File: config.mk
export PLATFORM = sky130hd
export DESIGN_NAME = if_id_skid_stage
export DESIGN_NICKNAME = d
export VERILOG_FILES = /design/src/rtl/pipe_pkg.sv /design/src/rtl/pipe_sat_counter.sv /design/src/rtl/if_id_skid_stage.sv
export SDC_FILE = /design/constraint.sdc
export NUM_CORES = 1
export LEC_CHECK = 0
export ABC_AREA = 1
export BUFFER_PORTS_ARGS = -buffer_cell sky130_fd_sc_hd__buf_2
export CAP_MARGIN = 5
export CORE_MARGIN = 2
export CORE_UTILIZATION = 40
export DETAILED_ROUTE_END_ITERATION = 10
export GPL_TIMING_DRIVEN = 0
export SYNTH_ARGS = -nofsm -noshare
export SYNTH_HDL_FRONTEND = slang
export SYNTH_SLANG_ARGS = --single-unit
export TNS_END_PERCENT = 30
File: constraint.sdc
create_clock -name clk_i -period 2 [get_ports clk_i]
set_input_delay 0.3 -clock clk_i [delete_from_list [all_inputs] [get_ports clk_i]]
set_output_delay 0.3 -clock clk_i [all_outputs]
set_load 0.02 [all_outputs]
File: src/rtl/pipe_pkg.sv
// pipe_pkg: shared state encoding, bubble instruction and control-bundle bit positions
package pipe_pkg;
    localparam logic [1:0] ST_EMPTY = 2'd0;
    localparam logic [1:0] ST_ONE   = 2'd1;
    localparam logic [1:0] ST_FULL  = 2'd2;
    localparam logic [31:0] NOP_DEFAULT = 32'h0000_0000;
    localparam int CTRL_REG_DST    = 0;
    localparam int CTRL_ALU_OP_LO  = 1;
    localparam int CTRL_ALU_OP_HI  = 2;
    localparam int CTRL_ALU_SRC    = 3;
    localparam int CTRL_REG_WRITE  = 4;
    localparam int CTRL_MEM_TO_REG = 5;
    localparam int CTRL_MEM_WRITE  = 6;
    localparam int CTRL_IS_BRANCH  = 7;
    localparam int CTRL_IS_JUMP    = 8;
    localparam int CTRL_SPARE      = 9;
endpackage

File: src/rtl/pipe_sat_counter.sv
// pipe_sat_counter: up-counter that sticks at all-ones
module pipe_sat_counter #(
    parameter int CNT_W = 16
) (
    input  logic             clk_i,
    input  logic             rst_ni,
    input  logic             inc,
    output logic [CNT_W-1:0] count
);
    always_ff @(posedge clk_i or negedge rst_ni) begin
        if (!rst_ni) count <= '0;
        else if (inc && count != '1) count <= count + CNT_W'(1);
    end
endmodule

File: src/rtl/if_id_skid_stage.sv
// if_id_skid_stage: two-entry IF/ID skid buffer with registered ready, flush and stall counter
module if_id_skid_stage
    import pipe_pkg::*;
#(
    parameter int INST_W = 32,
    parameter int PC_W   = 32,
    parameter int CTRL_W = 10,
    parameter int CNT_W  = 16,
    parameter logic [INST_W-1:0] NOP_INST = INST_W'(NOP_DEFAULT)
) (
    input  logic              clk_i,
    input  logic              rst_ni,
    input  logic              valid_i,
    output logic              ready_o,
    input  logic [INST_W-1:0] inst_i,
    input  logic [PC_W-1:0]   pc_i,
    input  logic [CTRL_W-1:0] ctrl_i,
    output logic              valid_o,
    input  logic              ready_i,
    output logic [INST_W-1:0] inst_o,
    output logic [PC_W-1:0]   pc_o,
    output logic [CTRL_W-1:0] ctrl_o,
    input  logic              flush_i,
    output logic [CNT_W-1:0]  stall_cnt_o
);
    logic [1:0] state, stateNext;
    logic [INST_W-1:0] mainInst, skidInst;
    logic [PC_W-1:0] mainPc, skidPc;
    logic [CTRL_W-1:0] mainCtrl, skidCtrl;
    logic doAccept, doRelease, loadMain, loadSkid, promoteSkid;

    assign ready_o = state != ST_FULL;
    assign valid_o = state != ST_EMPTY;
    assign doAccept = valid_i && ready_o;
    assign doRelease = valid_o && ready_i;
    assign loadMain = doAccept && (state == ST_EMPTY || (state == ST_ONE && doRelease));
    assign loadSkid = doAccept && state == ST_ONE && !doRelease;
    assign promoteSkid = state == ST_FULL && doRelease;

    always_comb begin
        stateNext = flush_i ? ST_EMPTY :
                    state == ST_EMPTY ? (doAccept ? ST_ONE : ST_EMPTY) :
                    state == ST_ONE ? (loadSkid ? ST_FULL : (doRelease && !doAccept) ? ST_EMPTY : ST_ONE) :
                    doRelease ? ST_ONE : ST_FULL;
    end

    always_ff @(posedge clk_i or negedge rst_ni) begin
        if (!rst_ni) begin
            state    <= ST_EMPTY;
            mainInst <= NOP_INST;
            mainPc   <= '0;
            mainCtrl <= '0;
            skidInst <= '0;
            skidPc   <= '0;
            skidCtrl <= '0;
        end else begin
            state <= stateNext;
            if (loadMain) begin
                mainInst <= inst_i;
                mainPc   <= pc_i;
                mainCtrl <= ctrl_i;
            end else if (promoteSkid) begin
                mainInst <= skidInst;
                mainPc   <= skidPc;
                mainCtrl <= skidCtrl;
            end
            if (loadSkid) begin
                skidInst <= inst_i;
                skidPc   <= pc_i;
                skidCtrl <= ctrl_i;
            end
        end
    end

    // bubbles carry a harmless NOP with all control bits clear
    assign inst_o = valid_o ? mainInst : NOP_INST;
    assign pc_o   = valid_o ? mainPc : '0;
    assign ctrl_o = valid_o ? mainCtrl : '0;

    pipe_sat_counter #(.CNT_W(CNT_W)) uStallCnt (
        .clk_i (clk_i),
        .rst_ni(rst_ni),
        .inc   (valid_o && !ready_i),
        .count (stall_cnt_o)
    );
endmodule

Word-level counts from Yosys, hierarchy flattened --
Cells that the tools add are included.
Word-level totals: input bits 79, output and inout bits 92, register bits 166, logic and storage cells 46
Cells by class: reduce and logical (&&, ||, !) cells 17, equal/unequal tests 4, multiplexer cells 16, $add $sub $neg 1
Operator list (number):
- two-way mux 32 bit | 6
- two-way mux 10 bit | 3
- adder 16 x 1 -> 16 bit (second input constant) | 1
- inequality test 16 bit (second input constant) | 1
- logical AND 1 bit | 10
- two-way mux 2 bit | 5
- nonzero test 2 bit | 2
- zero test 1 bit | 3
- == test 2 x 1 -> 1 bit (second input constant) | 1
- == test 2 bit (second input constant) | 1
- zero test 2 bit | 1
- two-way mux 1 bit | 2
- inequality test 2 bit (second input constant) | 1
- logical OR 1 bit | 1

Logic depth before layout (Yosys ltp) --
Gate-level depths: netlist (run 1).
word-level depth 9, depth in mapped cells 9, gate-level depth less buffers 8

Hierarchy --
From an unflattened synthesis (run 1), not the netlist that was laid out.
Unflattened totals: cell total of the unflattened synthesis 1228, area, all modules 8942.3 sq um
Modules (own cells, without submodules):
- if_id_skid_stage | times used 1, cells each 1081, seq. area each 3753.6 sq um, area an instance 7911.3 sq um
- pipe_sat_counter | times used 1, cells each 147, seq. area each 400.4 sq um, area an instance 1031.0 sq um

Least setup slack after synthesis (run 1) --
No wires, ideal clock.
kind register -> register, start point register uStallCnt.count[0], end point register uStallCnt.count[3], period minus slack after synthesis 1591 ps, stages on the path, launching flop included 9, setup slack 409 ps, library setup time 65 ps, data arrival time 1526 ps, buffers on the path 1, data required time 1935 ps, cell sequence dfrtp_1 -> ha_1 -> nand3_2 -> nor2_4 -> nand2_4 -> nand2_4 -> buf_6 -> nand2_1 -> nand2_1
On the way: cells in the longest elaborated chain, start to end 2, elaborated cells on any way between the ends 3, classes of those cells add/sub: 1; eq/ne: 1; reduce/logical: 1
Ends and longest elaborated chain:
- start: declaration | RTL line pipe_sat_counter.sv:8 | output logic [CNT_W-1:0] count
- start signal: assignment | RTL line pipe_sat_counter.sv:12 | else if (inc && count != '1) count <= count + CNT_W'(1);
- branches (longest 2 deep; another with adder 16 x 1 -> 16 bit)
Several ways; the timed one is not identified. A chain may end at the register's enable or synchronous reset.

Worst setup path in the final report (run 1) --
start point register state[0], end point output pc_o[0]
On the way: cells in the longest elaborated chain, start to end 2
Ends and longest elaborated chain:
- start: declaration | RTL line if_id_skid_stage.sv:26 | logic [1:0] state, stateNext;
- start signal: assignment | RTL line if_id_skid_stage.sv:57 | state <= stateNext;
- nonzero test 2 bit | RTL line if_id_skid_stage.sv:33 | assign valid_o = state != ST_EMPTY;
- two-way mux 32 bit | RTL line if_id_skid_stage.sv:77 | assign pc_o = valid_o ? mainPc : '0;
- end: declaration | RTL line if_id_skid_stage.sv:21 | output logic [PC_W-1:0] pc_o,
Every way passes these cells.

==> summary.txt, run 1 <==
Status
  – Status: finished clean

Die
  – Die W: about 140 um
  – DIE AREA: 20600 um^2
  – Total number of placement rows: 50
  – Ports placed on the boundary: 171
  – Core box area: around 19000 um^2
  – Y dimension of the die: approximately 140 um
  – Starting density of the core: 41.1%

Clock network
  – Number of CTS-inserted buffers: 17
  – CTS max path bufs: 2
  – Clock tree root driver cell: clkbuf_16
  – Clock H-tree levels: 4
  – Clk slew on worst S/H paths: 60 ps
  – Clock Sink Count: ~170
  – Clock tree from TritonCTS: yes
  – Clk Latency, worst-skew pair: roughly 420 ps

Setup path
  – Critical Path AT: between 1500 and 2000 ps
  – Worst-case reg-to-reg path depth: 6
  – Worst Path Max Fanout: 10
  – Worst R2R Setup Slack: between 200 and 300 ps
  – CP max-delay cell: dfrtp_2
  – Origin of the critical flop-to-flop path: state[0]
  – Capturing element type of the critical path: output port
  – Sort of element at the start of the critical path: register
  – Critical path buffer and inverter count: 3
  – Endpoint of the most critical register-to-register path: mainPc[13]
  – Slowest cell delay on critical path: approximately 430 ps
  – WP data required: 1700 ps
  – Kind of critical path: register to output port
  – Kind of cell adding the most delay to the critical path: buffers and inverters
  – CP cell instances: nor2_4, buf_12, buf_6, nor2_1, buf_2

Yosys
  – Synthesized area per cell: 8.12 um^2
  – Syn nets: around 1000
  – Synth warn: 0
  – Flops & latches, synth: ~170
  – Gate count of the mapped netlist: roughly 960
  – Cell area after synthesis: between 7000 and 8000 um^2
  – Count of cell types in the netlist: 21
  – Seq/Total Area, Yosys: between 50 and 60%

Timing
  – Worst clock skew: 11.3 ps
  – Slew at the pin closest to its max-slew limit: around 560 ps
  – Final worst-path cycle share: a little over nine tenths
  – Minimum clock period after layout: around 1900 ps
  – Number of max-slew violations in the final report: 0
  – Number of setup violations in the final report: 0
  – Worst-case headroom to the max-slew limit: a little over three fifths
  – Highest clock rate: slightly above 0.5 GHz
  – Final Hold Viols: 0
  – Total negative slack: 0 ps
  – Hold WS: about 51 ps

Global route
  – Maximum number of pins on one net before global-route repair: 97
  – Remaining global-route overflow: 0
  – Via count of the first global-routing pass: about 6400
  – Global-route wire length before repair: ~32000 um
  – Antenna violations before repair: 2
  – GRT Util Overall: 19.7%

Cells and area
  – Nets@finish: ~1200
  – Share of cells above drive strength 1: around a fifth
  – Area added between synthesis and finish: 24.6%
  – Final Core Density: 51.2%
  – Number of standard cells in the layout, taps in and fillers out: between 1000 and 1500
  – Design area: a little under 10000 um^2

Routing
  – Via count: roughly 6600
  – Remaining antenna violation count after routing: 0
  – Post-Route WL: roughly 20000 um
  – Routed WL per cell: approximately 14 um
  – DRC violations left: 0
  – Post-detailed-route via-to-cell ratio: roughly 4.6
  – Count of TritonRoute iterations in the first routing pass: 5
  – Number of violations reported at the end of detailed-routing iteration 0: 400

Placed design
  – Global placer's final weighted congestion: 0.770
  – Area after detailed placement: between 8000 and 9000 um^2
  – IO buf count: 170
  – HPWL after detailed placement: about 13000 um
  – Instance count after placement with tap cells included: about 1400

Worst hold path
  – WHS Path Cells: 2
  – Worst Hold End: state[1]
  – Hold path startpoint: flush_i
  – Kind of path behind the tightest hold check: input pin to register

Power and ir drop
  – Power density of the placed cells: 977 nW/um^2
  – Static leakage power: between 5 and 6 nW
  – Worst IR Drop VDD: around 0.59 mV

Flow run
  – Max Cap Viol: 0
[report_power, final]
group / switching [mW] / internal, mW / leakage, nW
Combinational: 1.14 / 0.723 / 2.97
Sequential: 0.380 / 3.99 / 2.08
Clock: 1.39 / 1.83 / 0.276
Total: 2.91 / 6.55 / 5.33
[per-layer routing]
layer,part of all wire (%),track usage [%]
met1,49,28.1
met2,47,30.7
met3,3.8,4.10
met4,0.92,4.90
met5,0,0
[worst max path at each step]
| stage | start | to | depth (start not counted) |
|---|---|---|---|
| finish | state[0] | pc_o[0] | 5 |
| global route | state[0] | inst_o[20] | 4 |
| CTS | state[0] | pc_o[0] | 5 |
| detailed placement | state[1] | pc_o[0] | 5 |
| global placement | rst_ni | mainPc[27] | 1 |
| floorplan | uStallCnt.count[0] | uStallCnt.count[3] | 8 |
[through the flow]
stage | power (mW) | setup slack [ps]
2_1_floorplan | 5.59 | 409
3_3_place_gp | 6.20 | -2100
3_5_place_dp | 6.26 | 32.8
4_1_cts | 9.55 | -12.9
5_1_grt | 10.1 | -6.28
6_report | 9.45 | 71.5
[sequential cells by signal (all words and copies together), names as in the netlist]
register         count
mainInst            32
mainPc              32
uStallCnt.count     16
skidInst            32
state                2
skidPc              32
mainCtrl            10
skidCtrl            10
[layout make-up]
type                            count  area [um^2]
Fill cell                        1895         9210
Sequential cell                   166         4160
Multi-Input combinational cell    499         2470
Timing Repair Buffer              175          938
Inverter                          243          912
Clock buffer                       20          467
Tap cell                          260          325
Buffer                             49          284
Clock inverter                     12          118
Antenna cell                        2         5.00
[placed cells by master, fill, tap and decap left out, drive strengths merged, types with 6 or more instances in the layout]
cell / synthesis / routed
clkbuf: 14 / 34
buf: 35 / 209
o21ai: 77 / 77
nand4: 10 / 10
nor2: 94 / 94
xnor2: 6 / 6
nand2: 222 / 222
nand3: 13 / 13
o221ai: 74 / 74
inv: 243 / 246
dfrtp: 166 / 166
[Yosys cell counts]
cell type / number / share of area [%]
dfrtp_1: 166 / 53
xnor2_1: 6 / 0.68
nor2_1: 91 / 4.4
a21boi_2: 1 / 0.14
buf_6: 2 / 0.29
nor2_2: 1 / 0.081
nor2_4: 2 / 0.29
buf_2: 29 / 1.9
inv_2: 1 / 0.048
ha_1: 1 / 0.16
nand2_4: 2 / 0.29
inv_1: 242 / 12
a31oi_1: 1 / 0.081
nand2_1: 220 / 11
nand4_1: 10 / 0.81
nand3_1: 12 / 0.77
o21ai_0: 77 / 5.0
buf_1: 4 / 0.19
clkbuf_1: 14 / 0.68
nand3_2: 1 / 0.13
o221ai_1: 74 / 8.3
[worst register-to-register path, stage by stage (launching register included)]
cell and delay, ps:
dfrtp_2 400, buf_4 130, inv_1 40, nand3_1 90, buf_2 280, clkbuf_1 450, o221ai_1 200
[cells by family after synthesis]
| logic type | synth area share [%] |
|---|---|
| compound gates | 13.5 |
| xor+xnor | 0.676 |
| fa+ha+maj | 0.161 |
| buf+inv | 14.8 |
| flops | 53.5 |
| simple gates | 17.4 |
[timing repair]
| action | in CTS | in global routing |
|---|---|---|
| cloned | 0 | 1 |
| endpoints found under the hold margin | 70 | 0 |
| hold buffers | 1 | 0 |
| buffers inserted | 0 | 2 |
| pin swaps | 0 | 1 |
| resized for setup | 11 | 10 |
| endpoints found under the setup margin | 75 | 51 |
Note: power is estimated with default switching activity, not from simulation.
==> inputs of run 2 (changes only) <==
--- a/config.mk
+++ b/config.mk
@@ -9,9 +9,10 @@
 export BUFFER_PORTS_ARGS = -buffer_cell sky130_fd_sc_hd__buf_2
 export CAP_MARGIN = 5
 export CORE_MARGIN = 2
-export CORE_UTILIZATION = 40
+export CORE_UTILIZATION = 55
 export DETAILED_ROUTE_END_ITERATION = 10
 export GPL_TIMING_DRIVEN = 0
+export PLACE_DENSITY = 0.81
 export SYNTH_ARGS = -nofsm -noshare
 export SYNTH_HDL_FRONTEND = slang
 export SYNTH_SLANG_ARGS = --single-unit
==> run 2 against run 1 <==
Effect of this change:
- wire length decreased by 5.9%
- sequential share of layout area rose by 0.72 points
- total power down 0.25%
- flip-flop and latch count is the same
- clock skew down 4.6 ps
- fmax decreased by 2.6%
- sequential power about the same
- global-route usage up 6.0 points
==> summary.txt, run 2 (synthesis gave the netlist of run 1 again) <==
Setup path
  – Origin of the critical flop-to-flop path: uStallCnt.count[0] (was state[0])
  – CP max-delay cell: dfrtp_2 (unchanged)
  – Sort of element at the start of the critical path: register (unchanged)
  – Worst-case reg-to-reg path depth: 8 (was 6)
  – Worst Path Max Fanout: 10 (unchanged)
  – Slowest cell delay on critical path: 450 ps (was 430 ps)
  – Endpoint of the most critical register-to-register path: uStallCnt.count[1] (was mainPc[13])
  – Capture point of the critical path: pc_o[0] (unchanged)
  – Timing startpoint of the critical path: state[0] (unchanged)
  – Kind of critical path: register to output port (unchanged)
  – Number of cells on the critical path: 5 (unchanged)
  – Kind of cell adding the most delay to the critical path: buffers and inverters (unchanged)
  – Critical Path AT: 1680 ps (was 1630 ps)
  – Critical path buffer and inverter count: 3 (unchanged)
  – Capturing element type of the critical path: output port (unchanged)
  – CP cell instances: nor2_4, buf_8, buf_4, nor2_1, buf_2 (was nor2_4, buf_12, buf_6, nor2_1, buf_2)
  – Worst R2R Setup Slack: 340 ps (was 260 ps)
  – WP data required: 1700 ps (about the same)

Timing
  – Number of setup violations in the final report: 0 (unchanged)
  – Slew at the pin closest to its max-slew limit: 540 ps (was 557 ps)
  – Final worst-path cycle share: 99.0% (was 96.4%)
  – Highest clock rate: 0.505 GHz (was 0.519 GHz)
  – Final Hold Viols: 0 (unchanged)
  – Hold WS: 79.8 ps (was 50.6 ps)
  – Number of max-slew violations in the final report: 0 (unchanged)
  – Worst clock skew: 6.66 ps (was 11.3 ps)
  – Setup repair after global routing missed its margin: true
  – Minimum clock period after layout: 1980 ps (was 1930 ps)
  – Worst-case headroom to the max-slew limit: 64.0% (was 62.9%)

Global route
  – GRT Util Overall: 25.6% (was 19.7%)
  – Remaining global-route overflow: 0 (unchanged)
  – Via count of the first global-routing pass: 6310 (was 6396)
  – Antenna violations before repair: 1 (was 2)
  – Global-route wire length before repair: 30300 um (was 31900 um)
  – Maximum number of pins on one net before global-route repair: 98 (was 97)

Cells and area
  – Leading cell types in the layout, fill and taps excluded: inv_1, nand2_1, buf_2, dfrtp_1, nor2_1 (unchanged)
  – Nets@finish: 1230 (was 1231)
  – Share of cells above drive strength 1: 21.2% (was 21.4%)
  – Number of standard cells in the layout, taps in and fillers out: 1344 (was 1426)
  – Leading cell type in the layout, fill and taps excluded: inv_1 (unchanged)
  – Area added between synthesis and finish: 22.5% (was 24.6%)

Power and ir drop
  – Worst IR Drop VDD: 0.604 mV (was 0.594 mV)
  – Static leakage power: 5.31 nW (was 5.33 nW)
  – Power density of the placed cells: 990 nW/um^2 (was 977 nW/um^2)

Die
  – DIE AREA: 15100 um^2 (was 20600 um^2)
  – Die W: 123 um (was 143 um)
  – Ports placed on the boundary: 171 (unchanged)
  – Core box area: 13800 um^2 (was 18900 um^2)
  – Total number of placement rows: 43 (was 50)
  – Y dimension of the die: 123 um (was 143 um)
  – Starting density of the core: 56.2% (was 41.1%)

Routing
  – DRC violations left: 0 (unchanged)
  – Number of violations reported at the end of detailed-routing iteration 0: 481 (was 400)
  – Post-detailed-route via-to-cell ratio: 5.07 (was 4.62)
  – Post-Route WL: 18400 um (was 19600 um)
  – Via count: 6808 (was 6595)
  – Routed WL per cell: 13.7 um (about the same)
  – Remaining antenna violation count after routing: 0 (unchanged)
  – Count of TritonRoute iterations in the first routing pass: 6 (was 5)

Placed design
  – IO buf count: 170 (unchanged)
  – Instance count after placement with tap cells included: 1308 (was 1388)
  – HPWL after detailed placement: 12600 um (was 13300 um)
  – Global placer's final weighted congestion: 0.846 (was 0.770)

Clock network
  – Clock tree root driver cell: clkbuf_16 (unchanged)
  – CTS max path bufs: 2 (unchanged)
  – Clock H-tree levels: 4 (unchanged)
  – Clk Latency, worst-skew pair: 430 ps (was 420 ps)
  – Clock Sink Count: 166 (unchanged)
  – Clk slew on worst S/H paths: 60 ps (about the same)
  – Number of CTS-inserted buffers: 17 (unchanged)
  – Clock tree from TritonCTS: yes (unchanged)

Status
  – Status: finished clean (unchanged)

Flow run
  – Max Cap Viol: 0 (unchanged)

Worst hold path
  – Kind of path behind the tightest hold check: input pin to register (unchanged)
  – WHS Path Cells: 2 (unchanged)
[run 2: cell types whose count changed in the layout (fill, tap and decap cells not counted), moves of 2 or more]
| cell | change |
|---|---|
| buf_4 | +6 |
| buf_6 | -5 |
| clkbuf_8 | -2 |
| clkinv_2 | +5 |
| clkinvlp_4 | -2 |
| inv_6 | -2 |
[run 2: per-layer routing]
layer | up-vias | share of wire (%) | global-route usage [%]
met3 | 30 | 5.0 | 4.51
li1 | 3340 | - | -
met2 | 205 | 48 | 40.7
met4 | 0 | 2.0 | 9.20
met5 | - | 0 | 0
met1 | 3233 | 45 | 35.5
[run 2: worst min-delay path by stage]
stage / startpoint / endpoint / slack [ps]
CTS: flush_i / state[1] / 60
global route: flush_i / state[1] / 70
global placement: skidPc[13] / skidPc[13] / 470
finish: flush_i / state[1] / 80
floorplan: rst_ni / mainCtrl[0] / 4
detailed placement: rst_ni / mainPc[8] / 300
[run 2: timing repair]
item                       4_1_cts  5_1_grt
hold endpoints to repair        69        0
resized for setup                7       13
hold buffers                     1        0
setup endpoints to repair       75       60
pin swaps                        0        1
setup buffers                    0        2
[run 2: through the flow]
stage	setup TNS, ps	power (mW)	util [%]	setup WS [ps]	cell area [um^2]
3_3_place_gp	-317470	6.15	64.0	-1920	8840
6_report	0	9.43	68.9	20.1	9520
5_1_grt	-730	9.96	68.8	-34.6	9520
2_1_floorplan	0	5.59	-	409	7770
4_1_cts	-687	9.47	68.6	-49.0	9490
3_5_place_dp	0	6.25	64.2	60.2	8880
[run 2: cell type report]
cell class | instances | area, um^2
antenna | 1 | 2.50
buffer | 49 | 263
clock buffer | 19 | 443
clock inverter | 13 | 131
fill | 1146 | 4310
inverter | 243 | 912
multi-input combinational | 499 | 2470
sequential | 166 | 4160
tap | 180 | 225
timing repair buffer | 174 | 913
[run 2: where the power goes]
group	total [mW]	internal (mW)	switching, mW	leakage (nW)
Clock	3.19	1.86	1.33	0.283
Combinational	1.84	0.707	1.14	2.95
Sequential	4.39	4.00	0.396	2.08
==> inputs of run 3 (changes only) <==
--- a/config.mk
+++ b/config.mk
@@ -6,7 +6,7 @@
 export NUM_CORES = 1
 export LEC_CHECK = 0
 export ABC_AREA = 1
-export BUFFER_PORTS_ARGS = -buffer_cell sky130_fd_sc_hd__buf_2
+export BUFFER_PORTS_ARGS = -buffer_cell sky130_fd_sc_hd__clkbuf_2
 export CAP_MARGIN = 5
 export CORE_MARGIN = 2
 export CORE_UTILIZATION = 55
==> run 3 against run 2 <==
Effect of this change:
- flip-flop and latch count did not move
- cell count fell by 0.15%
- cell area rose by 0.25%
- critical path type unchanged
- core utilization rose by 0.17 points
- hold slack improved by 3.8 ps
==> summary.txt, run 3 (synthesis gave the netlist of run 1 again) <==
Worst hold path
  – WHS Path Cells: 2 (unchanged)
  – Kind of path behind the tightest hold check: input pin to register (unchanged)

Timing
  – Total negative slack: 0 ps (unchanged)
  – Worst-case headroom to the max-slew limit: 60.7% (was 64.0%)
  – Slew at the pin closest to its max-slew limit: 590 ps (was 540 ps)
  – Number of max-slew violations in the final report: 0 (unchanged)
  – Final worst-path cycle share: 96.2% (was 99.0%)
  – Minimum clock period after layout: 1920 ps (was 1980 ps)
  – Setup repair after global routing missed its margin: true (unchanged)
  – Worst path setup slack after routing: 76.2 ps (was 20.1 ps)
  – Highest clock rate: 0.520 GHz (was 0.505 GHz)
  – Final Hold Viols: 0 (unchanged)
  – Number of setup violations in the final report: 0 (unchanged)
  – Worst clock skew: 8.09 ps (was 6.66 ps)

Setup path
  – Kind of cell adding the most delay to the critical path: buffers and inverters (unchanged)
  – Critical path buffer and inverter count: 3 (unchanged)
  – Worst-case reg-to-reg path depth: 8 (unchanged)
  – Capturing element type of the critical path: output port (unchanged)
  – CP cell instances: nor2_4, buf_8, buf_4, nor2_1, clkbuf_2 (was nor2_4, buf_8, buf_4, nor2_1, buf_2)
  – Worst Path Max Fanout: 10 (unchanged)
  – Number of cells on the critical path: 5 (unchanged)
  – Sort of element at the start of the critical path: register (unchanged)
  – Critical Path AT: 1620 ps (was 1680 ps)
  – CP max-delay cell: dfrtp_2 (unchanged)
  – WP data required: 1700 ps (about the same)
  – Slowest cell delay on critical path: 450 ps (about the same)
  – Kind of critical path: register to output port (unchanged)

Cells and area
  – Share of cells above drive strength 1: 21.0% (was 21.2%)
  – Total area of multi-input combinational cells: 2470 um^2 (unchanged)
  – Final Core Density: 69.0% (was 68.9%)
  – Leading cell types in the layout, fill and taps excluded: inv_1, nand2_1, clkbuf_2, dfrtp_1, nor2_1 (was inv_1, nand2_1, buf_2, dfrtp_1, nor2_1)
  – Number of antenna repair diodes: 0 (was 1)
  – Leading cell type in the layout, fill and taps excluded: inv_1 (unchanged)
  – Area added between synthesis and finish: 22.9% (was 22.5%)
  – Design area: 9540 um^2 (was 9520 um^2)
  – Number of filler cells placed in the layout: 1108 (was 1146)
  – Number of standard cells in the layout, taps in and fillers out: 1342 (was 1344)
  – Nets@finish: 1229 (was 1230)
  – FF+latch area: 4160 um^2 (unchanged)

Die
  – DIE AREA: 15100 um^2 (unchanged)
  – Total number of placement rows: 43 (unchanged)
  – Core box area: 13800 um^2 (unchanged)
  – Starting density of the core: 56.2% (unchanged)
  – Y dimension of the die: 123 um (unchanged)
  – Ports placed on the boundary: 171 (unchanged)
  – Die W: 123 um (unchanged)

Routing
  – Routed WL per cell: 13.8 um (was 13.7 um)
  – Remaining antenna violation count after routing: 0 (unchanged)
  – Count of TritonRoute iterations in the first routing pass: 5 (was 6)
  – Detail Route met3 WL: 928 um (was 922 um)
  – Post-detailed-route via-to-cell ratio: 5.05 (was 5.07)
  – Detailed-routing wirelength on met1: 8210 um (was 8230 um)
  – Via count: 6778 (was 6808)
  – Post-Route WL: 18500 um (was 18400 um)
  – Sum of met2 wire segment lengths after detailed routing: 9100 um (was 8930 um)
  – Uppermost routed layer: met4 (unchanged)
  – Number of violations reported at the end of detailed-routing iteration 0: 556 (was 481)
  – DRC violations left: 0 (unchanged)

Power and ir drop
  – Combinational power share: 19.1% (was 19.5%)
  – Fraction of power consumed by the clock network: 35.3% (was 33.9%)
  – Share of total power consumed by net switching: 29.4% (was 30.4%)
  – Power density of the placed cells: 1010 nW/um^2 (was 990 nW/um^2)
  – Switching power: 2.82 mW (was 2.86 mW)
  – Portion of total power attributed to sequential cells: 45.7% (was 46.6%)
  – Internal portion of total power: 6.79 mW (was 6.57 mW)
  – Worst IR Drop VDD: 0.567 mV (was 0.604 mV)
  – Static leakage power: 5.28 nW (was 5.31 nW)

Placed design
  – Global placer's final weighted congestion: 0.828 (was 0.846)
  – Setup WS pre-CTS: 97.2 ps (was 60.2 ps)
  – HPWL after detailed placement: 12500 um (was 12600 um)
  – IO buf count: 170 (unchanged)
  – Instance count after placement with tap cells included: 1308 (unchanged)
  – Area after detailed placement: 8880 um^2 (about the same)

Flow run
  – Max Cap Viol: 0 (unchanged)

Status
  – Status: finished clean (unchanged)

Global route
  – Global-route wire length before repair: 30400 um (was 30300 um)
  – Remaining global-route overflow: 0 (unchanged)
  – GRT Util Overall: 25.6% (about the same)
  – Antenna violations before repair: 1 (unchanged)
  – Via count of the first global-routing pass: 6297 (was 6310)
  – Maximum number of pins on one net before global-route repair: 97 (was 98)

Clock network
  – Clock H-tree levels: 4 (unchanged)
  – Number of CTS-inserted buffers: 17 (unchanged)
  – Clock tree root driver cell: clkbuf_16 (unchanged)
  – Clock tree from TritonCTS: yes (unchanged)
  – Clk Latency, worst-skew pair: 420 ps (was 430 ps)
  – CTS max path bufs: 2 (unchanged)
  – Clk slew on worst S/H paths: 60 ps (about the same)
  – Clock Sink Count: 166 (unchanged)
run 3: worst paths after layout:
check | startpoint | endpoint | slack, ps
max | state[0] | pc_o[0] | 80
min | flush_i | state[1] | 80
max reg2reg | uStallCnt.count[0] | uStallCnt.count[11] | 340
min reg2reg | skidInst[20] | skidInst[20] | 490
max in group asynchronous | rst_ni | skidInst[7] | 700
min in group asynchronous | rst_ni | mainPc[8] | 440
run 3: final cells by class:
cell class / count / area share (%)
buffer: 49 / 2.73
clock buffer: 24 / 5.15
clock inverter: 8 / 1.26
inverter: 243 / 9.56
tap: 180 / 2.36
timing repair buffer: 173 / 9.48
sequential: 166 / 43.5
multi-input combinational: 499 / 25.9
run 3: repair_timing:
action,in CTS,in global routing
cloned,0,0
buffers inserted,0,1
endpoints found under the hold margin,70,0
endpoints found under the setup margin,75,60
resized for setup,7,10
hold buffers,1,0
pin swaps,0,1
run 3: layer usage:
metal / vias to the layer above / global-route usage (%)
met5: - / 0
li1: 3337 / -
met3: 21 / 5.95
met4: 0 / 6.32
met2: 184 / 40.8
met1: 3236 / 35.6
run 3: per-stage QoR:
| step | total power [mW] | hold slack (ps) |
|---|---|---|
| after detailed placement | 6.25 | 350 |
| after global placement | 6.16 | 466 |
| after global routing | 10.1 | 66.2 |
| final | 9.61 | 83.6 |
| after floorplan | 5.59 | 4.41 |
| after CTS | 9.66 | 73.4 |
run 3: power groups by stage:
| stage | clock [mW] | combinational [mW] | sequential, mW |
|---|---|---|---|
| 6_report | 3.39 | 1.83 | 4.39 |
| 5_1_grt | 3.57 | 2.10 | 4.47 |
| 4_1_cts | 3.43 | 1.85 | 4.38 |
| 3_5_place_dp | 0 | 1.82 | 4.43 |
| 3_3_place_gp | 0 | 1.75 | 4.41 |
| 2_1_floorplan | 0 | 1.21 | 4.38 |
run 3: worst reg2reg max path, stage by stage (launching register included):
cell and delay, ps:
dfrtp_1 450, ha_1 280, nand3_2 170, nor2_4 220, nand2_4 100, nand2_4 110
buf_6 150, nand2_1 60, nand2_1 70
